<file path="src/rtl/elevator_pkg.sv">
// Shared request-code definitions and sequencer state type used by the
// floor request encoder and the downstream management block.
package elevator_pkg;

  localparam int REQ_CODE_W = 4;
  localparam logic [REQ_CODE_W-1:0] REQ_NONE = 4'b0000;

  typedef enum logic [1:0] {
    IDLE    = 2'd0,
    PRESENT = 2'd1,
    STROBE  = 2'd2,
    HOLD    = 2'd3
  } state_t;

  // Button index i is reported as code i+1 so that code 0 can mean "no request".
  function automatic logic [REQ_CODE_W-1:0] idx_to_code(input logic [REQ_CODE_W-1:0] idx);
    return idx + 4'd1;
  endfunction

endpackage

</file>
<file path="src/rtl/btn_debounce.sv">
// One button: 2-flop synchroniser, stability counter and a one-cycle pulse
// when the debounced level goes from released to pressed.
module btn_debounce #(
  parameter int DEBOUNCE_CYCLES = 4
) (
  input  logic clk,
  input  logic rst,
  input  logic btn,
  output logic rise
);

  localparam int CNT_W = (DEBOUNCE_CYCLES > 1) ? $clog2(DEBOUNCE_CYCLES + 1) : 1;
  localparam logic [CNT_W-1:0] CNT_LAST = CNT_W'(DEBOUNCE_CYCLES - 1);

  logic             sync1;
  logic             sync2;
  logic             level;
  logic [CNT_W-1:0] cnt;

  always_ff @(posedge clk) begin
    if (rst) begin
      sync1 <= 1'b0;
      sync2 <= 1'b0;
      level <= 1'b0;
      cnt   <= '0;
      rise  <= 1'b0;
    end else begin
      sync1 <= btn;
      sync2 <= sync1;
      rise  <= 1'b0;
      // The level only follows after DEBOUNCE_CYCLES consecutive differing samples.
      if (sync2 == level) begin
        cnt <= '0;
      end else if (cnt == CNT_LAST) begin
        cnt   <= '0;
        level <= sync2;
        rise  <= sync2;
      end else begin
        cnt <= cnt + 1'b1;
      end
    end
  end

endmodule

</file>
<file path="src/rtl/floor_request_encoder.sv">
// Debounces floor/cabin buttons into a sticky pending set and serves one
// request at a time as code + strobe. Define REQ_ROUND_ROBIN_EN for round-robin arbitration.
module floor_request_encoder
  import elevator_pkg::*;
#(
  parameter int NUM_BTN         = 11,
  parameter int DEBOUNCE_CYCLES = 4,
  parameter int SETUP_CYCLES    = 1,
  parameter int STROBE_CYCLES   = 1,
  parameter int HOLD_CYCLES     = 1
) (
  input  logic                  CLK,
  input  logic                  RST,
  input  logic [NUM_BTN-1:0]    btn_in,
  input  logic                  mgmt_ready,
  output logic [REQ_CODE_W-1:0] BCD_out,
  output logic                  req_strobe,
  output logic [NUM_BTN-1:0]    pending,
  output logic                  busy,
  output state_t                fsm_state
);

  localparam int MAX_ST    = (SETUP_CYCLES > STROBE_CYCLES) ? SETUP_CYCLES : STROBE_CYCLES;
  localparam int MAX_PHASE = (MAX_ST > HOLD_CYCLES) ? MAX_ST : HOLD_CYCLES;
  localparam int PH_W      = $clog2(MAX_PHASE) + 1;
  localparam logic [PH_W-1:0] SETUP_LAST  = PH_W'(SETUP_CYCLES - 1);
  localparam logic [PH_W-1:0] STROBE_LAST = PH_W'(STROBE_CYCLES - 1);
  localparam logic [PH_W-1:0] HOLD_LAST   = PH_W'(HOLD_CYCLES - 1);

  state_t                state;
  state_t                state_next;
  logic [PH_W-1:0]       phase;
  logic [PH_W-1:0]       phase_next;
  logic [REQ_CODE_W-1:0] sel;
  logic [REQ_CODE_W-1:0] sel_next;
  logic [REQ_CODE_W-1:0] win_idx;
  logic                  win_valid;
  logic [NUM_BTN-1:0]    rise;
  logic [NUM_BTN-1:0]    clr;

  for (genvar i = 0; i < NUM_BTN; i++) begin : g_btn
    btn_debounce #(
      .DEBOUNCE_CYCLES(DEBOUNCE_CYCLES)
    ) u_debounce (
      .clk (CLK),
      .rst (RST),
      .btn (btn_in[i]),
      .rise(rise[i])
    );
  end

  assign win_valid = |pending;

`ifdef REQ_ROUND_ROBIN_EN
  logic [REQ_CODE_W-1:0] ptr;

  // Search order starts just after the last served index and wraps.
  always_comb begin
    logic [REQ_CODE_W-1:0] idx;
    win_idx = '0;
    idx     = '0;
    for (int k = NUM_BTN; k >= 1; k--) begin
      idx = REQ_CODE_W'((int'(ptr) + k) % NUM_BTN);
      if (pending[idx]) win_idx = idx;
    end
  end

  always_ff @(posedge CLK) begin
    if (RST) begin
      ptr <= REQ_CODE_W'(NUM_BTN - 1);
    end else if (state == IDLE && state_next == PRESENT) begin
      ptr <= win_idx;
    end
  end
`else
  always_comb begin
    win_idx = '0;
    for (int i = NUM_BTN - 1; i >= 0; i--) begin
      if (pending[i]) win_idx = REQ_CODE_W'(i);
    end
  end
`endif

  // Handshake: mgmt_ready is a level sampled only in IDLE; once a sequence
  // starts it runs to completion regardless of mgmt_ready.
  always_comb begin
    state_next = state;
    phase_next = phase + 1'b1;
    sel_next   = sel;
    clr        = '0;
    unique case (state)
      IDLE: begin
        phase_next = '0;
        if (win_valid && mgmt_ready) begin
          state_next = PRESENT;
          sel_next   = win_idx;
        end
      end
      PRESENT: begin
        if (phase == SETUP_LAST) begin
          state_next = STROBE;
          phase_next = '0;
        end
      end
      STROBE: begin
        if (phase == STROBE_LAST) begin
          state_next = HOLD;
          phase_next = '0;
        end
      end
      HOLD: begin
        if (phase == HOLD_LAST) begin
          state_next = IDLE;
          phase_next = '0;
          clr        = NUM_BTN'(1) << sel;
        end
      end
      default: begin
        state_next = IDLE;
        phase_next = '0;
      end
    endcase
  end

  // A new debounced press wins over the clear, so a same-cycle re-press re-pends.
  always_ff @(posedge CLK) begin
    if (RST) begin
      state   <= IDLE;
      phase   <= '0;
      sel     <= '0;
      pending <= '0;
    end else begin
      state   <= state_next;
      phase   <= phase_next;
      sel     <= sel_next;
      pending <= (pending & ~clr) | rise;
    end
  end

  assign BCD_out    = (state == IDLE) ? REQ_NONE : idx_to_code(sel);
  assign req_strobe = (state == STROBE);
  assign busy       = (state != IDLE);
  assign fsm_state  = state;

endmodule

</file>
<file path="config.mk">
export PLATFORM = sky130hd
export DESIGN_NAME = floor_request_encoder
export DESIGN_NICKNAME = d
export VERILOG_FILES = /design/src/rtl/elevator_pkg.sv /design/src/rtl/btn_debounce.sv /design/src/rtl/floor_request_encoder.sv
export SDC_FILE = /design/constraint.sdc
export NUM_CORES = 1
export LEC_CHECK = 0
export CORE_MARGIN = 3
export CORE_UTILIZATION = 49
export DETAILED_ROUTE_END_ITERATION = 8
export PLACE_DENSITY_LB_ADDON = 0.1
export SYNTH_ARGS = -nofsm -noshare
export SYNTH_HDL_FRONTEND = slang
export SYNTH_SLANG_ARGS = --single-unit
</file>
<file path="constraint.sdc">
create_clock -name CLK -period 4.55 [get_ports CLK]
set_clock_uncertainty 0.15 [all_clocks]
set_input_delay 0.91 -clock CLK [delete_from_list [all_inputs] [get_ports CLK]]
set_output_delay 0.91 -clock CLK [all_outputs]
set_load 0.05 [all_outputs]
</file>
# [Word level (Yosys, flattened, before mapping)]
# Cells that the tools add are included.
[totals] ff_bits=95 latch_bits=0 ram_bits=0 mem_bits_ro=0 in_bits=14 elab_cells=188 mem_count=0
[classes] addsub=13 multipliers=0 div_mod_pow=0 n_lt_le_gt_ge=0 eq_ne=29 n_shift=1 n_mux=21 bitwise=25 reduce_logical=40
[op_table] cell="$reduce_or 3->1" count=23
[op_table] cell="$mux 4" count=12
[op_table] cell="$add 3x1->3 const B" count=11
[op_table] cell="$eq 3x2->1 const B" count=11
[op_table] cell="$reduce_and 2->1" count=12
[op_table] cell="$mux 11" count=2
[op_table] cell="$not 1->1" count=22
[op_table] cell="$and 11x11->11" count=1
[op_table] cell="$eq 1x1->1" count=11
[op_table] cell="$not 11->11" count=1
[op_table] cell="$or 11x11->11" count=1
[op_table] cell="$reduce_or 11->1" count=1
[op_table] cell="$shl 1x4->11 const A" count=1
[op_table] cell="$mux 2" count=4
[op_table] cell="$ne 2x2->1 const B" count=4
[op_table] cell="$pmux 2 s4" count=1
[op_table] cell="$add 4x1->4 const B" count=1
[op_table] cell="$eq 2x2->1 const B" count=2
[op_table] cell="$reduce_and 4->1" count=1
[op_table] cell="$eq 2x1->1 const B" count=1
[op_table] cell="$logic_not 2->1" count=1
[op_table] cell="$pmux 1 s2" count=1
[op_table] cell="$reduce_bool 2->1" count=1
[op_table] cell="$add 1x1->1 const B" count=1
[op_table] cell="other kinds (2)" count=2

# [Longest topological paths before layout]
# Gate-level depths: netlist (run 1).
[depth] depth_word=11 ltp_mapped=7 mapped_depth_nobuf=6

# [By module]
# A second synthesis (run 1) with hierarchy kept.
[unflattened] cells_unflattened=320 hier_area_um2=3606.0
[modules_own_cells] mod="btn_debounce" n_inst=11 cells_each=19 area_per_inst_um2=244.0
[modules_own_cells] mod="floor_request_encoder" n_inst=1 cells_each=111 area_per_inst_um2=922.1

# [Worst setup path after synthesis (run 1)]
# No wires, ideal clock.
[synth_timing] kind="reg-to-output" from="register state[0] (netlist: fsm_state[0])" to="output port BCD_out[1]" t_arrival_ps=1843 t_required_ps=3490 setup_slack_ps=1647 stages_incl_launch_ff=5 cell_sequence="dfxtp_1 inv_1 ha_1 buf_2 nor2b_1"
[synth_between] elab_chain_len=2
[synth_lines] item="from (decl)" line_no="floor_request_encoder.sv:30" text="state_t state;"
[synth_lines] item="from (signal assigned)" line_no="floor_request_encoder.sv:133" text="state <= state_next;"
[synth_lines] item="$logic_not 2->1" line_no="floor_request_encoder.sv:140" text="assign BCD_out = (state == IDLE) ? REQ_NONE : idx_to_code(sel);"
[synth_lines] item="$mux 4" line_no="floor_request_encoder.sv:140"
[synth_lines] item="to (decl)" line_no="floor_request_encoder.sv:16" text="output logic [REQ_CODE_W-1:0] BCD_out,"
# No other way between the ends.

# [Worst setup path after layout (run 1)]
[layout_timing] from="register sel[0]" to="output port BCD_out[2]"
[layout_between] elab_chain_len=2
[layout_lines] item="from (decl)" line_no="floor_request_encoder.sv:34" text="logic [REQ_CODE_W-1:0] sel;"
[layout_lines] item="from (signal assigned)" line_no="floor_request_encoder.sv:135" text="sel <= sel_next;"
[layout_lines] item="$add 4x1->4" line_no="elevator_pkg.sv:17" text="return idx + 4'd1;"
[layout_lines] item="$mux 4" line_no="floor_request_encoder.sv:140"
# No other way between the ends.

==> impl_metrics.env, run 1 <==
export IMPL_overflow=0
export IMPL_r2r_start="fsm_state[0]"
export IMPL_outcome="finished clean"
export IMPL_synthMuxAreaShare_pct=3.404
export IMPL_synth_distinct_cells=30
export IMPL_drive_gt1_share_pct=5.155
export IMPL_dpl_hpwl_microns=3700
export IMPL_r2r_cells=6
export IMPL_die_h_microns=90.86
export IMPL_grt_pass1_vias=2088
export IMPL_diodes=0
export IMPL_grt_pass1_wl_microns=9087
export IMPL_fin_ws_ns=1.380
export IMPL_async_flop_share_pct=0
export IMPL_synth_simple_area_share_pct=20.46
export IMPL_syn_nets=392
export IMPL_final_common_cell="dfxtp_1"
export IMPL_rows=30
export IMPL_rsz0062_at_grt="false"
export IMPL_cp_startpoint="sel[0]"
export IMPL_postPlaceCellArea_sq_mm=0.003948
export IMPL_nNetsFinal=429
export IMPL_syn_cell_area_sq_mm=0.003528
export IMPL_ctsHtreeMaxLevel=3
export IMPL_hold_slack_ns=0.2689
export IMPL_grt_max_degree=64
export IMPL_holdBufCountCts=0
export IMPL_fin_crit_ns=3.170
export IMPL_avgSynthCellArea_sq_um=10.17
export IMPL_setup_viol=0
export IMPL_vdd_drop_max_uv=220.1
export IMPL_core_area_sq_mm=0.006869
export IMPL_finalWirelength_microns=5369
export IMPL_cts_tree="built"
export IMPL_synth_compound_area_share_pct=4.752
export IMPL_max_slew_margin_pct=29.15
export IMPL_drtAntennaViolNets=0
export IMPL_port_buffers=32
export IMPL_gp_congestion=0.8338
export IMPL_worstSetupEndpointType="output pin"
export IMPL_cts_resized=0
export IMPL_synthAdderAreaFrac_pct=10.99
export IMPL_num_io_pins=33
export IMPL_layout_common_cells="dfxtp_1 (94), nor2_1 (65), ha_1 (31), clkdlybuf4s50_1 (31), inv_1 (30)"
export IMPL_area_growth_pct=18.58
export IMPL_clk_insertion_delay_late_ns=0.34
export IMPL_drtIter0Drc=83
export IMPL_setup_tns_ns=0
export IMPL_cts_num_sinks=94
export IMPL_routed_via_density=4.663
export IMPL_r2r_end="fsm_state[1]"
export IMPL_clockBufferDepth=2
export IMPL_antenna_found_initial=0
export IMPL_clockRootBuffer="clkbuf_8"
export IMPL_setup_worst_path_class="flip-flop to output pin"
export IMPL_synth_seq_cells=94
export IMPL_worstHoldStart="g_btn[1].u_debounce.cnt[0]"
export IMPL_dr_pass1_iters=4
export IMPL_powerDensity_mw_per_mm2=386.1
export IMPL_dr_total_vias=2257
export IMPL_cp_start_kind="flip-flop"
export IMPL_worstMarginPinSlew_ns=1.063
export IMPL_drv_slew=0
export IMPL_final_cell_count_no_fill=484
export IMPL_synth_seq_area_share_pct=53.33
export IMPL_start_util_pct=51.37
export IMPL_leakage_nw=1.595
export IMPL_synth_top_area_share_pct=53.33
export IMPL_die_x_microns=90.86
export IMPL_crit_required_ns=3.49
export IMPL_final_area_sq_mm=0.004184
export IMPL_cap_viol_max_count=0
export IMPL_nFillCells=607
export IMPL_fin_crit_sh_pct=69.68
export IMPL_drc=0
export IMPL_dieArea_sq_mm=0.008255
export IMPL_crit_path_max_fanout=6
export IMPL_post_cts_buffers=0
export IMPL_yosys_warnings=0
export IMPL_reg2reg_setup_slack_ns=2.52
export IMPL_yosysTopAreaCell="dfxtp_1"
export IMPL_fmax_mhz=315.4
export IMPL_hold_violations=0
export IMPL_synth_xor_area_share_pct=2.979
export IMPL_synth_enable_flop_cells=0
export IMPL_post_place_ws_ns=1.755
export IMPL_synth_area_top_cells="dfxtp_1 (53%), ha_1 (11%), nor2_1 (6.9%)"
export IMPL_hold_end="g_btn[1].u_debounce.cnt[0]"
export IMPL_path_clk_slew_ns=0.08
export IMPL_syn_instance_count=347
export IMPL_numPlacedInstances=469
export IMPL_holdPathStages=1
export IMPL_routedWlPerCell_microns=11.09
export IMPL_hold_path_class="flip-flop to flip-flop"
export IMPL_synth_top_family_by_area="simple AND/OR/NAND/NOR gates"
export IMPL_grt_usage_pct=13.64
export IMPL_cts_buffers=9
export IMPL_synth_top_flop_cell="dfxtp_1"
export IMPL_cp_arrival_ns=2.11
==> kinds of logic (layout without fill, tap and decap cells) <==
logic type               after synthesis  count (layout)
multiplexers                          12              12
adder cells (fa/ha/maj)               31              31
AO/OA/AOI/OAI                         24              24
buffers and inverters                 38              79
AND/OR/NAND/NOR                      136             136
XOR/XNOR                              12              12
flip-flops                            94              94
==> critical path: stages (launching register included) <==
cell and delay [ns]:
dfxtp_1 0.36, ha_1 0.23, ha_1 0.28, nor2_1 0.09, clkdlybuf4s50_1 0.81
==> Yosys cell counts (all sizes together), types with 2 or more instances <==
master   n
inv     30
nor3b    3
nor2b   25
or3     12
clkbuf   7
o31ai    3
nand2    9
ha      31
a21oi   14
mux2i   12
dfxtp   94
nand3    4
nor2    65
xnor2   12
nor4bb  11
or4      2
==> registers in the layout (all words and copies together) (netlist names) <==
| register | cells |
|---|---|
| g_btn.u_debounce.cnt | 33 |
| g_btn.u_debounce.level | 11 |
| g_btn.u_debounce.rise | 11 |
| g_btn.u_debounce.sync1 | 11 |
| g_btn.u_debounce.sync2 | 11 |
| pending | 11 |
| sel | 4 |
| fsm_state | 2 |
==> metrics by stage <==
stage	total power, mW	util (%)
2_1_floorplan	0.9550	-
3_3_place_gp	0.9939	57.47
3_5_place_dp	0.9967	57.47
4_1_cts	1.633	60.91
5_1_grt	1.672	60.91
6_report	1.615	60.91
==> routing by layer <==
metal	vias up	track usage (%)	wire length, microns
met4	0	7.915	129
met5	-	0	0
li1	1219	-	-
met2	42	22.36	2351
met1	986	16.42	2650
met3	10	3.000	237
==> worst max-delay path by stage <==
stage	end	slack [ns]
6_report	BCD_out[2]	1.38
5_1_grt	BCD_out[2]	1.30
4_1_cts	BCD_out[2]	1.36
3_5_place_dp	BCD_out[2]	1.75
3_3_place_gp	BCD_out[2]	1.75
2_1_floorplan	BCD_out[1]	1.65
==> cell type report <==
cell class,instances,area (sq um),area share [%]
Clock buffer,11,141.4,3.379
Clock inverter,4,95.09,2.273
Inverter,30,112.6,2.691
Multi-Input combinational cell,215,1503,35.92
Sequential cell,94,1882,44.98
Tap cell,96,120.1,2.871
Timing Repair Buffer,34,330.3,7.895
==> where the power goes <==
part	internal (mW)	total (mW)	switching [mW]
logic	0.0521	0.130	0.0783
registers	0.838	0.846	0.00827
clock network	0.377	0.639	0.263
total	1.27	1.62	0.349
Note: power is estimated with default switching activity, not from simulation.
==> inputs of run 2 (changes only) <==
==> constraint.sdc (replaced) <==
create_clock -name CLK -period 2.8 [get_ports CLK]
set_clock_uncertainty 0.15 [all_clocks]
set_input_delay 0.56 -clock CLK [delete_from_list [all_inputs] [get_ports CLK]]
set_output_delay 0.56 -clock CLK [all_outputs]
set_load 0.05 [all_outputs]
==> impl_metrics.env, run 2 (same netlist as run 1, synthesis figures left out) <==
export IMPL_outcome="finished clean"
export IMPL_comb_power_share_pct=9.0
export IMPL_path_cells="inv_1 -> ha_1 -> inv_1 -> clkdlybuf4s50_1"
export IMPL_crit_required_ns=2.09
export IMPL_setup_viol=0
export IMPL_setup_worst_path_class="flip-flop to output pin"
export IMPL_die_h_microns=90.86
export IMPL_seqPwrFrac_pct=58.0
export IMPL_cp_buffers_inverters=3
export IMPL_hold_path_class="flip-flop to flip-flop"
export IMPL_setup_tns_ns=0
export IMPL_cp_depth=4
export IMPL_diodes=0
export IMPL_hold_violations=0
export IMPL_drv_slew=0
export IMPL_crit_family="buffers and inverters"
export IMPL_dr_total_vias=2323
export IMPL_ctsHtreeMaxLevel=3
export IMPL_drive_gt1_share_pct=5.412
export IMPL_fin_crit_ns=2.699
export IMPL_power_switching_mw=0.5929
export IMPL_cp_start_kind="flip-flop"
export IMPL_vdd_drop_max_uv=440.0
export IMPL_cts_num_sinks=94
export IMPL_area_growth_pct=17.13
export IMPL_antenna_found_initial=0
export IMPL_powerDensity_mw_per_mm2=573.0
export IMPL_p_clk_share_pct=33.0
export IMPL_port_buffers=32
export IMPL_final_common_cell="dfxtp_1"
export IMPL_gp_congestion=0.7761
export IMPL_top_register="g_btn.u_debounce.cnt"
export IMPL_cts_tree="built"
export IMPL_crit_path_max_fanout=9
export IMPL_reg2reg_setup_slack_ns=0.81
export IMPL_dr_pass1_iters=4
export IMPL_dpl_hpwl_microns=3786
export IMPL_cpMaxStageDelayCell="clkdlybuf4s50_1"
export IMPL_fmax_mhz=370.5
export IMPL_cp_common_cell="inv_1"
export IMPL_holdBufCountCts=0
export IMPL_rsz0062_at_grt="false"
export IMPL_fin_crit_sh_pct=96.40
export IMPL_drc=0
export IMPL_path_clk_slew_ns=0.09
export IMPL_routedWlPerCell_microns=10.75
export IMPL_rows=30
export IMPL_p_sw_share_pct=25.04
export IMPL_grt_max_degree=53
export IMPL_num_io_pins=33
export IMPL_r2r_end="fsm_state[1]"
export IMPL_drtIter0Drc=79
export IMPL_cp_arrival_ns=1.99
export IMPL_die_x_microns=90.86
export IMPL_clk_insertion_delay_late_ns=0.35
export IMPL_routed_via_density=4.800
export IMPL_p_int_mw=1.775
export IMPL_core_area_sq_mm=0.006869
export IMPL_leakage_nw=1.619
export IMPL_clockRootBuffer="clkbuf_8"
export IMPL_layout_common_cells="dfxtp_1 (94), nor2_1 (65), ha_1 (31), inv_1 (30), clkdlybuf4s50_1 (27)"
export IMPL_dieArea_sq_mm=0.008255
export IMPL_drtAntennaViolNets=0
export IMPL_grt_pass1_vias=2148
export IMPL_largest_reg_flops=33
export IMPL_grt_pass1_wl_microns=9135
export IMPL_cts_buffers=9
export IMPL_r2r_cells=6
export IMPL_grt_usage_pct=13.63
export IMPL_cap_viol_max_count=0
export IMPL_nNetsFinal=428
export IMPL_finalWirelength_microns=5205
export IMPL_worstSetupEndpointType="output pin"
export IMPL_cp_startpoint="fsm_state[1]"
export IMPL_slowest_delay_ns=0.80
export IMPL_power_mw=2.368
export IMPL_r2r_start="fsm_state[0]"
export IMPL_overflow=0
export IMPL_start_util_pct=51.37
export IMPL_crit_path_end="busy"
export IMPL_max_slew_margin_pct=65.51
export IMPL_clockBufferDepth=2
export IMPL_worstMarginPinSlew_ns=0.5158
==> run 2: how the worst min path moves through the flow <==
stage / slack [ns] / end / depth (start not counted) / startpoint
after floorplan: 0.25 / g_btn[0].u_debounce.cnt[0] / 1 / g_btn[0].u_debounce.cnt[0]
after global placement: 0.26 / g_btn[1].u_debounce.cnt[0] / 1 / g_btn[1].u_debounce.cnt[0]
after detailed placement: 0.26 / g_btn[4].u_debounce.cnt[0] / 1 / g_btn[4].u_debounce.cnt[0]
after CTS: 0.27 / g_btn[1].u_debounce.cnt[0] / 1 / g_btn[1].u_debounce.cnt[0]
after global routing: 0.29 / g_btn[4].u_debounce.cnt[0] / 1 / g_btn[4].u_debounce.cnt[0]
final: 0.27 / g_btn[1].u_debounce.cnt[0] / 1 / g_btn[1].u_debounce.cnt[0]
==> run 2: power by group through the flow <==
stage / combinational [mW] / sequential [mW] / clock, mW
after floorplan: 0.128 / 1.42 / 0
after global placement: 0.211 / 1.40 / 0
after detailed placement: 0.214 / 1.41 / 0
after CTS: 0.215 / 1.37 / 0.820
after global routing: 0.227 / 1.38 / 0.868
final: 0.212 / 1.37 / 0.782
==> run 2: layout make-up <==
| type | count | area, sq um |
|---|---|---|
| Inverter | 30 | 112.6 |
| Timing Repair Buffer | 33 | 340.3 |
| Clock inverter | 6 | 47.55 |
| Sequential cell | 94 | 1882 |
| Multi-Input combinational cell | 215 | 1503 |
| Tap cell | 96 | 120.1 |
| Clock buffer | 10 | 127.6 |
| Fill cell | 606 | 2736 |
==> run 2: routing by layer <==
layer / global-route usage, % / routed length, microns / vias to the layer above / part of all wire, %
met1: 17.14 / 2556 / 1058 / 49
met4: 6.030 / 89 / 0 / 1.7
li1: - / - / 1218 / -
met3: 4.250 / 222 / 9 / 4.3
met2: 21.49 / 2337 / 38 / 45
met5: 0 / 0 / - / 0
==> run 2: repair_timing <==
action                                  in CTS  in global routing
resized for setup                            0                  3
endpoints found under the setup margin       0                  3
buffers inserted                             0                  0
==> run 2: stage by stage <==
step           cells  utilization [%]  instance area, sq um  setup slack [ns]  hold slack (ns)
2_1_floorplan    347                -                  3528            0.2470           0.2490
4_1_cts          484            60.05                  4125          0.004083           0.2737
6_report         484            60.16                  4133            0.1008           0.2695
5_1_grt          484            60.16                  4133           0.01203           0.2883
3_3_place_gp     468            57.50                  3950            0.4197           0.2568
3_5_place_dp     468            57.50                  3950            0.3956           0.2602
==> inputs of run 3 (changes only) <==
--- a/config.mk
+++ b/config.mk
@@ -5,10 +5,11 @@
 export SDC_FILE = /design/constraint.sdc
 export NUM_CORES = 1
 export LEC_CHECK = 0
-export CORE_MARGIN = 3
+export CORE_MARGIN = 5
 export CORE_UTILIZATION = 49
 export DETAILED_ROUTE_END_ITERATION = 8
 export PLACE_DENSITY_LB_ADDON = 0.1
+export SKIP_CTS_REPAIR_TIMING = 1
 export SYNTH_ARGS = -nofsm -noshare
 export SYNTH_HDL_FRONTEND = slang
 export SYNTH_SLANG_ARGS = --single-unit
==> impl_metrics.env, run 3 (same netlist as run 1, synthesis figures left out) <==
export IMPL_port_buffers=32
export IMPL_drv_slew=0
export IMPL_dpl_hpwl_microns=3850
export IMPL_dr_total_vias=2279
export IMPL_cts_buffers=9
export IMPL_grt_usage_pct=13.18
export IMPL_top_register="g_btn.u_debounce.cnt"
export IMPL_drtAntennaViolNets=0
export IMPL_fin_ws_ns=0.3374
export IMPL_path_clk_slew_ns=0.09
export IMPL_worstSetupEndpointType="output pin"
export IMPL_drtIter0Drc=50
export IMPL_grt_max_degree=31
export IMPL_rows=31
export IMPL_r2r_start="fsm_state[0]"
export IMPL_slowest_delay_ns=0.80
export IMPL_grt_pass1_wl_microns=9218
export IMPL_clockRootBuffer="clkbuf_8"
export IMPL_gp_congestion=0.8366
export IMPL_largest_reg_flops=33
export IMPL_routedWlPerCell_microns=10.79
export IMPL_power_mw=2.484
export IMPL_leakage_nw=1.661
export IMPL_final_area_sq_mm=0.004179
export IMPL_hold_slack_ns=0.2738
export IMPL_worstHoldStart="g_btn[10].u_debounce.cnt[0]"
export IMPL_diodes=0
export IMPL_finalWirelength_microns=5266
export IMPL_area_growth_pct=18.44
export IMPL_setup_worst_path_class="flip-flop to output pin"
export IMPL_hold_violations=0
export IMPL_cts_num_sinks=94
export IMPL_fmax_mhz=406.1
export IMPL_drc=0
export IMPL_cp_startpoint="fsm_state[0]"
export IMPL_postPlaceCellArea_sq_mm=0.003961
export IMPL_cp_arrival_ns=1.75
export IMPL_crit_path_max_fanout=3
export IMPL_routed_via_density=4.670
export IMPL_powerDensity_mw_per_mm2=594.4
export IMPL_cts_tree="built"
export IMPL_max_slew_margin_pct=66.10
export IMPL_post_place_ws_ns=0.3838
export IMPL_die_x_microns=94.86
export IMPL_cap_viol_max_count=0
export IMPL_layout_common_cells="dfxtp_1 (94), nor2_1 (65), ha_1 (31), inv_1 (30), clkdlybuf4s50_1 (26)"
export IMPL_fin_crit_sh_pct=87.95
export IMPL_cp_buffers_inverters=2
export IMPL_rsz0062_at_grt="false"
export IMPL_clk_insertion_delay_late_ns=0.35
export IMPL_cpMaxStageDelayCell="clkdlybuf4s50_1"
export IMPL_num_io_pins=33
export IMPL_clockBufferDepth=2
export IMPL_drive_gt1_share_pct=5.913
export IMPL_wl_met2_microns=2348
export IMPL_ctsHtreeMaxLevel=3
export IMPL_crit_family="buffers and inverters"
export IMPL_dieArea_sq_mm=0.008997
export IMPL_grt_pass1_vias=2139
export IMPL_final_util_pct=58.56
export IMPL_hold_path_class="flip-flop to flip-flop"
export IMPL_core_area_sq_mm=0.007137
export IMPL_vdd_drop_max_uv=325.8
export IMPL_antenna_found_initial=0
export IMPL_die_h_microns=94.86
export IMPL_nNetsFinal=429
export IMPL_overflow=0
export IMPL_final_common_cell="dfxtp_1"
export IMPL_dr_pass1_iters=4
export IMPL_setup_tns_ns=0
export IMPL_setup_viol=0
export IMPL_final_cell_count_no_fill=488
export IMPL_start_util_pct=49.44
export IMPL_fin_crit_ns=2.463
export IMPL_outcome="finished clean"
export IMPL_wl_met1_microns=2572
export IMPL_top_layer_used="met4"
export IMPL_path_cells="inv_1 -> ha_1 -> clkdlybuf4s50_1"
export IMPL_worstMarginPinSlew_ns=0.5077
export IMPL_numPlacedInstances=472
export IMPL_cp_start_kind="flip-flop"
export IMPL_met3_length_microns=244
export IMPL_crit_required_ns=2.09
## run 3: worst paths after layout
kind / end / slack (ns) / cells past startpoint
hold / removal: g_btn[10].u_debounce.cnt[0] / 0.27 / 1
setup reg to reg: fsm_state[1] / 0.82 / 6
hold reg to reg: g_btn[10].u_debounce.cnt[0] / 0.27 / 1
setup / recovery: req_strobe / 0.34 / 3
## run 3: layer usage
layer  up-vias  global-route usage, %
met3         9                  3.825
met5         -                      0
met2        45                  21.20
met1      1007                  16.23
met4         0                  6.130
li1       1218                      -
## run 3: power by group
| part | total, mW | leakage [nW] | internal (mW) | switching (mW) |
|---|---|---|---|---|
| Sequential | 1.37 | 0.763 | 1.36 | 0.0134 |
| Combinational | 0.213 | 0.791 | 0.0856 | 0.127 |
| Clock | 0.897 | 0.107 | 0.443 | 0.454 |
## run 3: area by class of cell
cell class / count / area, sq um
Fill cell: 662 / 2958
Timing Repair Buffer: 34 / 350.3
Multi-Input combinational cell: 215 / 1503
Clock inverter: 6 / 70.07
Tap cell: 99 / 123.9
Sequential cell: 94 / 1882
Inverter: 30 / 112.6
Clock buffer: 10 / 137.6
